<file path="config.mk">
export PLATFORM = sky130hd
export DESIGN_NAME = traffic_phase_sched
export DESIGN_NICKNAME = d
export VERILOG_FILES = /design/src/rtl/traffic_phase_sched.sv
export SDC_FILE = /design/constraint.sdc
export NUM_CORES = 1
export LEC_CHECK = 0
export ABC_AREA = 1
export CAP_MARGIN = 20
export CELL_PAD_IN_SITES_DETAIL_PLACEMENT = 0
export CELL_PAD_IN_SITES_GLOBAL_PLACEMENT = 1
export CORE_MARGIN = 8
export CORE_UTILIZATION = 41
export CTS_CLUSTER_DIAMETER = 30
export DETAILED_ROUTE_END_ITERATION = 16
export MAX_ROUTING_LAYER = met4
export PLACE_DENSITY_LB_ADDON = 0.05
export SYNTH_ARGS = -nofsm -noshare
export SYNTH_HDL_FRONTEND = slang
export SYNTH_SLANG_ARGS = --single-unit
</file>
<file path="constraint.sdc">
create_clock -name clk -period 3.55 [get_ports clk]
set_input_delay 0.71 -clock clk [delete_from_list [all_inputs] [get_ports clk]]
set_output_delay 0.71 -clock clk [all_outputs]
set_load 0.005 [all_outputs]
</file>
<file path="src/rtl/traffic_phase_sched.sv">
// traffic_phase_sched
// Four-approach phase scheduler for the intersection lamp/walk drivers.
// Green is round-robined among approaches that have latched car or pedestrian
// demand. Every phase runs GREEN -> YELLOW -> ALL_RED, and the crosswalk of the
// green approach gets WALK/FLASH only when a pedestrian request was latched
// before the green started.
// Optional feature macro: EMERGENCY_PREEMPT_EN adds i_emg/i_emg_dir preemption.
// Every output is registered and decoded from the next-state values, so the
// outputs always match the state register.
module traffic_phase_sched #(
   parameter int GREEN_T  = 8,
   parameter int WALK_T   = 5,
   parameter int YELLOW_T = 3,
   parameter int ALLRED_T = 2,
   parameter int CNT_W    = 4
) (
   input  logic        clk,
   input  logic        reset_n,
   input  logic        i_start,
   input  logic        i_tick,
   input  logic [3:0]  i_car_req,
   input  logic [3:0]  i_ped_req,
`ifdef EMERGENCY_PREEMPT_EN
   input  logic        i_emg,
   input  logic [1:0]  i_emg_dir,
`endif
   output logic [15:0] o_ct,
   output logic [7:0]  o_wt,
   output logic [1:0]  o_phase,
   output logic        o_busy
);

   typedef enum logic [1:0] {
      ST_IDLE   = 2'd0,
      ST_ALLRED = 2'd1,
      ST_GREEN  = 2'd2,
      ST_YELLOW = 2'd3
   } state_e;

   localparam logic [CNT_W-1:0] TMR_ZERO  = {CNT_W{1'b0}};
   localparam logic [CNT_W-1:0] TMR_ONE   = CNT_W'(1);
   localparam logic [CNT_W-1:0] GREEN_LD  = CNT_W'(GREEN_T);
   localparam logic [CNT_W-1:0] YELLOW_LD = CNT_W'(YELLOW_T);
   localparam logic [CNT_W-1:0] ALLRED_LD = CNT_W'(ALLRED_T);
   // The timer counts down from GREEN_T, so the WALK window is timer > GREEN_T-WALK_T
   localparam logic [CNT_W-1:0] WALK_THR  = CNT_W'(GREEN_T - WALK_T);

   state_e           state_q, state_d;
   logic [CNT_W-1:0] timer_q, timer_d;
   logic [3:0]       pend_car_q, pend_car_d;
   logic [3:0]       pend_ped_q, pend_ped_d;
   logic [1:0]       phase_q, phase_d;
   logic             walk_en_q, walk_en_d;
   logic [15:0]      ct_q, ct_d;
   logic [7:0]       wt_q, wt_d;
   logic             busy_q, busy_d;

   logic [2:0]       grant_s;
   logic             expire_s;
   logic [3:0]       absorb_s;
   logic             walk_ok_s;

   // Round-robin search: offsets +1..+4 from the current phase, so the current
   // phase itself is considered last. Result is {found, index}.
   function automatic logic [2:0] pick_next(input logic [1:0] cur, input logic [3:0] pend);
      logic [2:0] res;
      logic [1:0] idx;
      res = 3'b000;
      for (int i = 4; i >= 1; i--) begin
         idx = cur + i[1:0];
         if (pend[idx]) begin
            res = {1'b1, idx};
         end else begin
            res = res;
         end
      end
      return res;
   endfunction

   assign grant_s  = pick_next(phase_q, pend_car_q | pend_ped_q);
   assign expire_s = i_tick && (timer_q == TMR_ONE);
   // Requests for the approach that currently holds green are dropped
   assign absorb_s = (state_q == ST_GREEN) ? (4'b0001 << phase_q) : 4'b0000;

`ifdef EMERGENCY_PREEMPT_EN
   assign walk_ok_s = walk_en_d & ~i_emg;
`else
   assign walk_ok_s = walk_en_d;
`endif

   // Next-state, timer and pending-demand logic
   always_comb begin
      state_d    = state_q;
      timer_d    = timer_q;
      phase_d    = phase_q;
      walk_en_d  = walk_en_q;
      pend_car_d = (pend_car_q | i_car_req) & ~absorb_s;
      pend_ped_d = (pend_ped_q | i_ped_req) & ~absorb_s;
      case (state_q)
         ST_IDLE: begin
            if (i_start) begin
               state_d = ST_ALLRED;
               timer_d = ALLRED_LD;
            end else begin
               state_d = ST_IDLE;
            end
         end
         ST_ALLRED: begin
            if (expire_s) begin
               if (!i_start) begin
                  state_d = ST_IDLE;
                  timer_d = TMR_ZERO;
               end
`ifdef EMERGENCY_PREEMPT_EN
               else if (i_emg) begin
                  state_d               = ST_GREEN;
                  timer_d               = GREEN_LD;
                  phase_d               = i_emg_dir;
                  walk_en_d             = 1'b0;
                  pend_car_d[i_emg_dir] = 1'b0;
                  pend_ped_d[i_emg_dir] = 1'b0;
               end
`endif
               else if (grant_s[2]) begin
                  state_d                  = ST_GREEN;
                  timer_d                  = GREEN_LD;
                  phase_d                  = grant_s[1:0];
                  walk_en_d                = pend_ped_q[grant_s[1:0]];
                  pend_car_d[grant_s[1:0]] = 1'b0;
                  pend_ped_d[grant_s[1:0]] = 1'b0;
               end else begin
                  // Nobody waiting: park at 1 so the search repeats every tick
                  timer_d = TMR_ONE;
               end
            end else if (i_tick) begin
               timer_d = timer_q - TMR_ONE;
            end else begin
               timer_d = timer_q;
            end
         end
         ST_GREEN: begin
`ifdef EMERGENCY_PREEMPT_EN
            if (i_emg && (i_emg_dir != phase_q)) begin
               state_d = ST_YELLOW;
               timer_d = YELLOW_LD;
            end else if (i_emg) begin
               timer_d = timer_q;
            end else
`endif
            if (expire_s) begin
               state_d = ST_YELLOW;
               timer_d = YELLOW_LD;
            end else if (i_tick) begin
               timer_d = timer_q - TMR_ONE;
            end else begin
               timer_d = timer_q;
            end
         end
         ST_YELLOW: begin
            if (expire_s) begin
               state_d = ST_ALLRED;
               timer_d = ALLRED_LD;
            end else if (i_tick) begin
               timer_d = timer_q - TMR_ONE;
            end else begin
               timer_d = timer_q;
            end
         end
         default: begin
            state_d = ST_IDLE;
            timer_d = TMR_ZERO;
         end
      endcase
   end

   // Lamp and walk decode from next-state so the registered outputs track state_q
   always_comb begin
      ct_d   = 16'h1111;
      wt_d   = 8'h55;
      busy_d = (state_d != ST_IDLE);
      case (state_d)
         ST_GREEN: begin
            ct_d[{phase_d, 2'b00} +: 4] = 4'b0100;
            if (walk_ok_s) begin
               wt_d[{phase_d, 1'b0} +: 2] = (timer_d > WALK_THR) ? 2'b10 : 2'b11;
            end else begin
               wt_d = 8'h55;
            end
         end
         ST_YELLOW: begin
            ct_d[{phase_d, 2'b00} +: 4] = 4'b0010;
         end
         default: begin
            ct_d = 16'h1111;
            wt_d = 8'h55;
         end
      endcase
   end

   // Control state registers
   always_ff @(posedge clk or negedge reset_n) begin
      if (!reset_n) begin
         state_q    <= ST_IDLE;
         timer_q    <= TMR_ZERO;
         pend_car_q <= 4'b0000;
         pend_ped_q <= 4'b0000;
         phase_q    <= 2'd0;
         walk_en_q  <= 1'b0;
      end else begin
         state_q    <= state_d;
         timer_q    <= timer_d;
         pend_car_q <= pend_car_d;
         pend_ped_q <= pend_ped_d;
         phase_q    <= phase_d;
         walk_en_q  <= walk_en_d;
      end
   end

   // Output registers
   always_ff @(posedge clk or negedge reset_n) begin
      if (!reset_n) begin
         ct_q   <= 16'h1111;
         wt_q   <= 8'h55;
         busy_q <= 1'b0;
      end else begin
         ct_q   <= ct_d;
         wt_q   <= wt_d;
         busy_q <= busy_d;
      end
   end

   assign o_ct    = ct_q;
   assign o_wt    = wt_q;
   assign o_phase = phase_q;
   assign o_busy  = busy_q;

endmodule

</file>
==> impl_results.md, run 1 <==
* Most area-consuming cells after synthesis: dfrtp_1 (37%), dfstp_2 (10%), nand2_1 (8.7%)
* Syn Std Cell Area at slightly above 0.002 mm²
* Clock buffer depth at 2
* Switching Share at 0.400
* Core area at 0.00475 mm²
* Vias at 1549
* Post-cts hold buffer count at 0
* Clock Sinks at 38
* Setup tns final at 0 ns
* Final min period at roughly 2.9 ns
* Leakage power total at 0.00123 µW
* Clock share of power at 0.218
* Synth Flop Type: dfrtp_1
* Combinational power share at 0.465
* HP Start: pend_ped_q[3]
* Min Hold Slack at 0.514 ns
* Clock buffer count from CTS at 5
* Worst skew pair latency at 0.29 ns
* EDFF count, synth at 0
* Fmax at ~0.35 GHz
* Leading area contributor after synthesis: dfrtp_1
* CP arrival at ~3.0 ns
* Worst-Margin Slew at about 0.83 ns
* Top cell type's share of synthesized area at 0.371
* Hold depth at 2
* Final Max Tran Viols at 0
* Die ar. at about 0.0074 mm²
* Skew final at between 0.006 and 0.007 ns
* Worst Setup Start Kind: input pin
* GP Congestion at 0.794
* Final setup viols at 0
* Initial Utilization at 0.425
* Design Area, Final at between 0.002 and 0.003 mm²
* Number of global-route vias before repair at 1646
* Antenna cells at 0
* Pwr/cell area at 817 mW/mm²
* Yosys cell types at 30
* DRT iter0 DRCs at 56
* Rel. slew slack at 0.448
* Post-synthesis sequential area ratio at 0.475
* Initial antenna violation count at 0
* R2R depth at 16
* Hold Path End: pend_ped_q[3]
* DRC viols at 0
* Final hold violations at 0
* Unrepaired setup endpoints after global routing: false
* Rows at 25
* Critical Path RT at between 3 and 4 ns
* Nets at about 300
* Net Sw Power at between 800 and 900 µW
* Post-route insts no fill at approximately 340
* Die width at 86.2 µm
* CTS clock-pin slew for the worst setup and hold paths at 0.08 ns
* Crit path kind: in -> reg
* Avg WL per Cell at 13.2 µm
* Reg2reg start: o_phase[1]
* Die height at around 86 µm
* DR vias/cell at 4.52
* CTS tree: built
* Largest net degree at the start of global routing at 39
* Status: complete, no violations
* Share of layout cells above drive strength 1 at 0.174
* DP Area at 0.00241 mm²
* Max_cap viols at 0
* ANT nets after route at 0
* PostCTS Resize Cnt at 0
* Most frequent cell after synthesis: nand2_1
* GRT Total Usage at 0.137
* Post-Syn Instances at 236
* Postcts setup bufs at 0
* P_int at about 1300 µW
* R2R setup slack at approximately 0.85 ns
* CP Max Fanout at 11
* Drt pass-1 iters at 4
* CTS Root Cell: clkbuf_8
* Synth Register Bits at 38
* Most frequent cells after synthesis: nand2_1 (47), nor2_1 (35), dfrtp_1 (30), inv_1 (30), nand3_1 (19)
* Area grow syn2layout at 26.1%
* Yosys warnings at 0
* Period utilization at 0.805
* Critical path endpoint category: flip-flop
* Syn Area/Cell at 8.57 µm²
* # port buffers at 34
* Placed Cells at 335
* Routed wire length at ~4500 µm
* Ys async rst share at 1.00
* Sequential power share at 0.316
* Max H-tree Level at 2
* First-pass GRT wire length at around 7700 µm
* Hold Path Class: reg -> reg
* DP HPWL at about 3500 µm
* # IOs at 39
* Reg-to-Reg End: o_wt[3]
* Overflow after GRT at 0
* VDD IR-drop max at just over 300 µV
stage by stage:
| step | power (µW) | utilization | setup WS (ns) |
|---|---|---|---|
| 2_1_floorplan | 1330 | - | 1.20 |
| 3_3_place_gp | 1660 | 0.506 | 0.454 |
| 3_5_place_dp | 1650 | 0.506 | 0.409 |
| 4_1_cts | 2110 | 0.536 | 0.698 |
| 5_1_grt | 2280 | 0.536 | 0.523 |
| 6_report | 2080 | 0.536 | 0.691 |
critical path, stage by stage:
cell,delay [ns]
clkdlybuf4s50_1,0.53
inv_2,0.07
nor2_4,0.12
nand3_4,0.11
nor2_1,0.15
nand2_2,0.17
inv_1,0.12
nand3_1,0.11
nand2_1,0.22
inv_1,0.13
ha_1,0.21
nand2_1,0.16
nor2_2,0.08
a21boi_1,0.13
power by group through the flow:
stage	clock [µW]	sequential, µW	combinational [µW]
floorplan	0	658	671
global placement	0	672	987
detailed placement	0	669	977
CTS	467	662	985
global route	487	674	1120
finish	455	659	969
placed cells by master, fill, tap and decap left out, drive strengths merged, types with 3 or more instances in the layout:
cell type	instances
nand2	58
nand3	23
clkbuf	6
a21oi	3
dfstp	8
o21ai	9
conb	4
dfrtp	30
ha	10
clkdlybuf4s50	33
a21boi	4
nor2	42
inv	34
per-layer routing:
layer / wire [µm] / part of all wire / track usage
met5: 0 / 0 / -
met4: 43 / 0.0095 / 0.0423
met3: 189 / 0.042 / 0.0444
met2: 2210 / 0.49 / 0.228
met1: 2090 / 0.46 / 0.152
state kept, by name, indices dropped and copies added (netlist names):
signal / cells
o_busy: 1
o_ct: 12
o_phase: 2
o_wt: 8
pend_car_q: 4
pend_ped_q: 4
state_q: 2
timer_q: 4
walk_en_q: 1
cells by family (layout without fill, tap and decap cells):
| group | after synthesis | after routing | share of synthesized area |
|---|---|---|---|
| xor+xnor | 1 | 1 | 0.00433 |
| buf+inv | 40 | 77 | 0.0916 |
| simple gates | 125 | 125 | 0.296 |
| fa+ha+maj | 10 | 10 | 0.0619 |
| compound gates | 21 | 21 | 0.0687 |
| other cells | 1 | 4 | 0.00185 |
| flops | 38 | 38 | 0.475 |
worst max-delay path by stage:
stage / start / to
after CTS: i_tick / o_wt[3]
after floorplan: o_phase[0] / o_wt[1]
after global routing: i_tick / o_wt[3]
after detailed placement: i_tick / o_wt[3]
after global placement: i_tick / o_wt[3]
final: i_tick / o_wt[3]
final cells by class:
type | count | area, µm²
Clock inverter | 2 | 60.1
Timing Repair Buffer | 35 | 343
Fill cell | 490 | 2200
Tap cell | 67 | 83.8
Inverter | 34 | 133
Clock buffer | 6 | 82.6
Multi-Input combinational cell | 161 | 887
Sequential cell | 38 | 961
Note: power is estimated with default switching activity, not from simulation.
==> run 2: changes to the inputs <==
--- a/config.mk
+++ b/config.mk
@@ -10,7 +10,7 @@
 export CELL_PAD_IN_SITES_DETAIL_PLACEMENT = 0
 export CELL_PAD_IN_SITES_GLOBAL_PLACEMENT = 1
 export CORE_MARGIN = 8
-export CORE_UTILIZATION = 41
+export CORE_UTILIZATION = 35
 export CTS_CLUSTER_DIAMETER = 30
 export DETAILED_ROUTE_END_ITERATION = 16
 export MAX_ROUTING_LAYER = met4
==> constraint.sdc (replaced) <==
create_clock -name clk -period 2.35 [get_ports clk]
set_input_delay 0.47 -clock clk [delete_from_list [all_inputs] [get_ports clk]]
set_output_delay 0.47 -clock clk [all_outputs]
set_load 0.005 [all_outputs]
==> run 2 against run 1 <==
Against the previous run:
- clock skew rose by 0.00092 ns
- die area rose by 14%
- cell area increased by 7.9%
- routed wire length increased by 1.9%
- core utilization is 4.0 points lower
- sequential power up 49%
- global-route usage down 2.0 points
- cell count rose by 9.3%
- largest cell class unchanged
- via count increased by 5.4%
- sequential share of layout area decreased by 2.7 points
- worst hold slack got worse by 0.23 ns
- clock power fell by 4%
==> impl_results.md, run 2 (synthesized netlist as in run 1, its figures left out) <==
* GRT Total Usage at 0.116
* Worst Setup Start Kind: input pin
* DRT iter0 DRCs at 50
* Worst-Margin Slew at 0.831 ns
* Critical Path RT at 2.56 ns
* Clock buffer depth at 2
* GP Congestion at 0.816
* Max_cap viols at 0
* Core area at approximately 0.0055 mm²
* Final setup viols at 0
* Sequential power share at 0.308
* Clock buffer count from CTS at 5
* CTS tree: built
* Final Max Tran Viols at 0
* Min Hold Slack at between 0.2 and 0.3 ns
* Design Area, Final at approximately 0.0028 mm²
* Placed Cells at approximately 360
* Die height at about 90 µm
* Net Sw Power at ~1300 µW
* Clock Sinks at 38
* DRC viols at 0
* P_int at 1860 µW
* Rows at 27
* Crit path kind: in -> reg
* # IOs at 39
* VDD IR-drop max at ~500 µV
* Switching Share at 0.418
* Final min period at 2.19 ns
* First-pass GRT wire length at about 7700 µm
* CTS Root Cell: clkbuf_8
* Antenna cells at 0
* Most frequent cells in the layout: nand2_1 (45), nor2_1 (33), clkdlybuf4s50_1 (33)
* Routed wire length at between 4000 and 5000 µm
* R2R setup slack at 0.19 ns
* Critical path endpoint category: flip-flop
* Max FFs per register at 12
* ANT nets after route at 0
* Reg-to-Reg End: o_wt[1]
* DP Area at 0.00259 mm²
* Reg2reg start: o_phase[0]
* Area grow syn2layout at 36.0%
* Drt pass-1 iters at 4
* Die ar. at approximately 0.0085 mm²
* Pwr/cell area at 1160 mW/mm²
* Nets at between 300 and 400
* Commonest non-fill, non-tap cell in the layout: nand2_1
* Die width at between 90 and 100 µm
* Skew final at a little under 0.008 ns
* Share of layout cells above drive strength 1 at 0.271
* CTS clock-pin slew for the worst setup and hold paths at 0.08 ns
* DP HPWL at 3560 µm
* Largest net degree at the start of global routing at 39
* Rel. slew slack at 0.446
* CP arrival at ~2.4 ns
* Hold Path Class: in -> async
* Overflow after GRT at 0
* Post-route insts no fill at around 380
* Clock share of power at 0.137
* Period utilization at 0.932
* Number of global-route vias before repair at approximately 1600
* Fmax at between 0.4 and 0.5 GHz
* Status: complete, no violations
* Leakage power total at ~0.0013 µW
* Initial antenna violation count at 0
* R2R depth at 16
* CP max stage cell: clkdlybuf4s50_1
* Post-cts hold buffer count at 0
* Worst-path cell chain: clkdlybuf4s50_1, inv_2, nor2_4, nand3_4, nor2_1, nand2_4, inv_1, nand3_1, nand2_2, ha_2, nand2_1, nor2_2, a21boi_1
* Combinational power share at 0.555
* Initial Utilization at 0.365
* Critical Path Max Stage Delay at roughly 0.50 ns
* Max H-tree Level at 2
* Vias at approximately 1600
* CP Max Fanout at 7
* DR vias/cell at 4.35
* Final hold violations at 0
* Worst skew pair latency at about 0.28 ns
* # port buffers at 34
* Avg WL per Cell at approximately 12 µm
run 2: cell count changes in the layout (fill, tap and decap cells not counted), moves of 2 or more:
| cell | delta |
|---|---|
| buf_4 | +25 |
| buf_6 | +2 |
| bufinv_16 | -2 |
| clkinvlp_4 | +2 |
| ha_1 | -2 |
| nand2_1 | -2 |
| nor2_1 | -2 |
run 2: final cells by class:
type	count	area, µm²
fillers	558	2790
flip-flops and latches	38	961
clock buffers	6	72.6
inverters	34	133
multi-input cells	161	926
clock inverters	2	15.0
repair buffers	62	553
well taps	72	90.1
run 2: what timing repair did:
item / 4_1_cts / 5_1_grt
pin swaps: 0 / 2
endpoints found under the hold margin: 0 / 0
setup endpoints to repair: 8 / 13
setup buffers: 0 / 3
gates resized for setup: 1 / 11
run 2: worst max-delay path, delay by kind of cell:
| family | cells | cell delay [ns] |
|---|---|---|
| AO/OA/AOI/OAI | 1 | 0.18 |
| adder cells (fa/ha/maj) | 1 | 0.21 |
| buffers and inverters | 3 | 0.64 |
| AND/OR/NAND/NOR | 8 | 0.91 |
run 2: power by group through the flow:
stage | clock (µW) | combinational, µW | sequential (µW)
after CTS | 459 | 1710 | 980
after floorplan | 0 | 1010 | 994
after global placement | 0 | 1710 | 990
final | 437 | 1770 | 981
after detailed placement | 0 | 1690 | 993
after global routing | 486 | 2000 | 1010
run 2: worst max path at each step:
stage | end | slack [ns] | cells after the start | start
after global routing | o_wt[2] | -0.02 | 16 | o_phase[0]
after global placement | o_wt[2] | -0.20 | 12 | i_tick
final | o_wt[1] | 0.16 | 13 | i_tick
after floorplan | o_wt[1] | 0.002 | 17 | o_phase[0]
after detailed placement | o_wt[6] | -0.20 | 12 | i_tick
after CTS | o_wt[1] | 0.01 | 16 | o_phase[0]
run 2: metal layers:
metal / part of all wire / GRT usage / wire length [µm] / up-vias
li1: - / - / - / 855
met1: 0.47 / 0.137 / 2150 / 756
met2: 0.49 / 0.189 / 2270 / 20
met3: 0.037 / 0.0342 / 173 / 2
met4: 0.0050 / 0.0322 / 23 / 0
met5: 0 / - / 0 / -
run 2: per-stage QoR:
stage               setup TNS [ns]  utilization  total power (µW)  setup slack [ns]
floorplan                        0            -              2010           0.00160
finish                           0        0.496              3190             0.161
detailed placement           -1.93        0.468              2680            -0.202
global placement             -1.79        0.468              2700            -0.195
global route               -0.0312        0.496              3490           -0.0166
CTS                              0        0.485              3150            0.0131
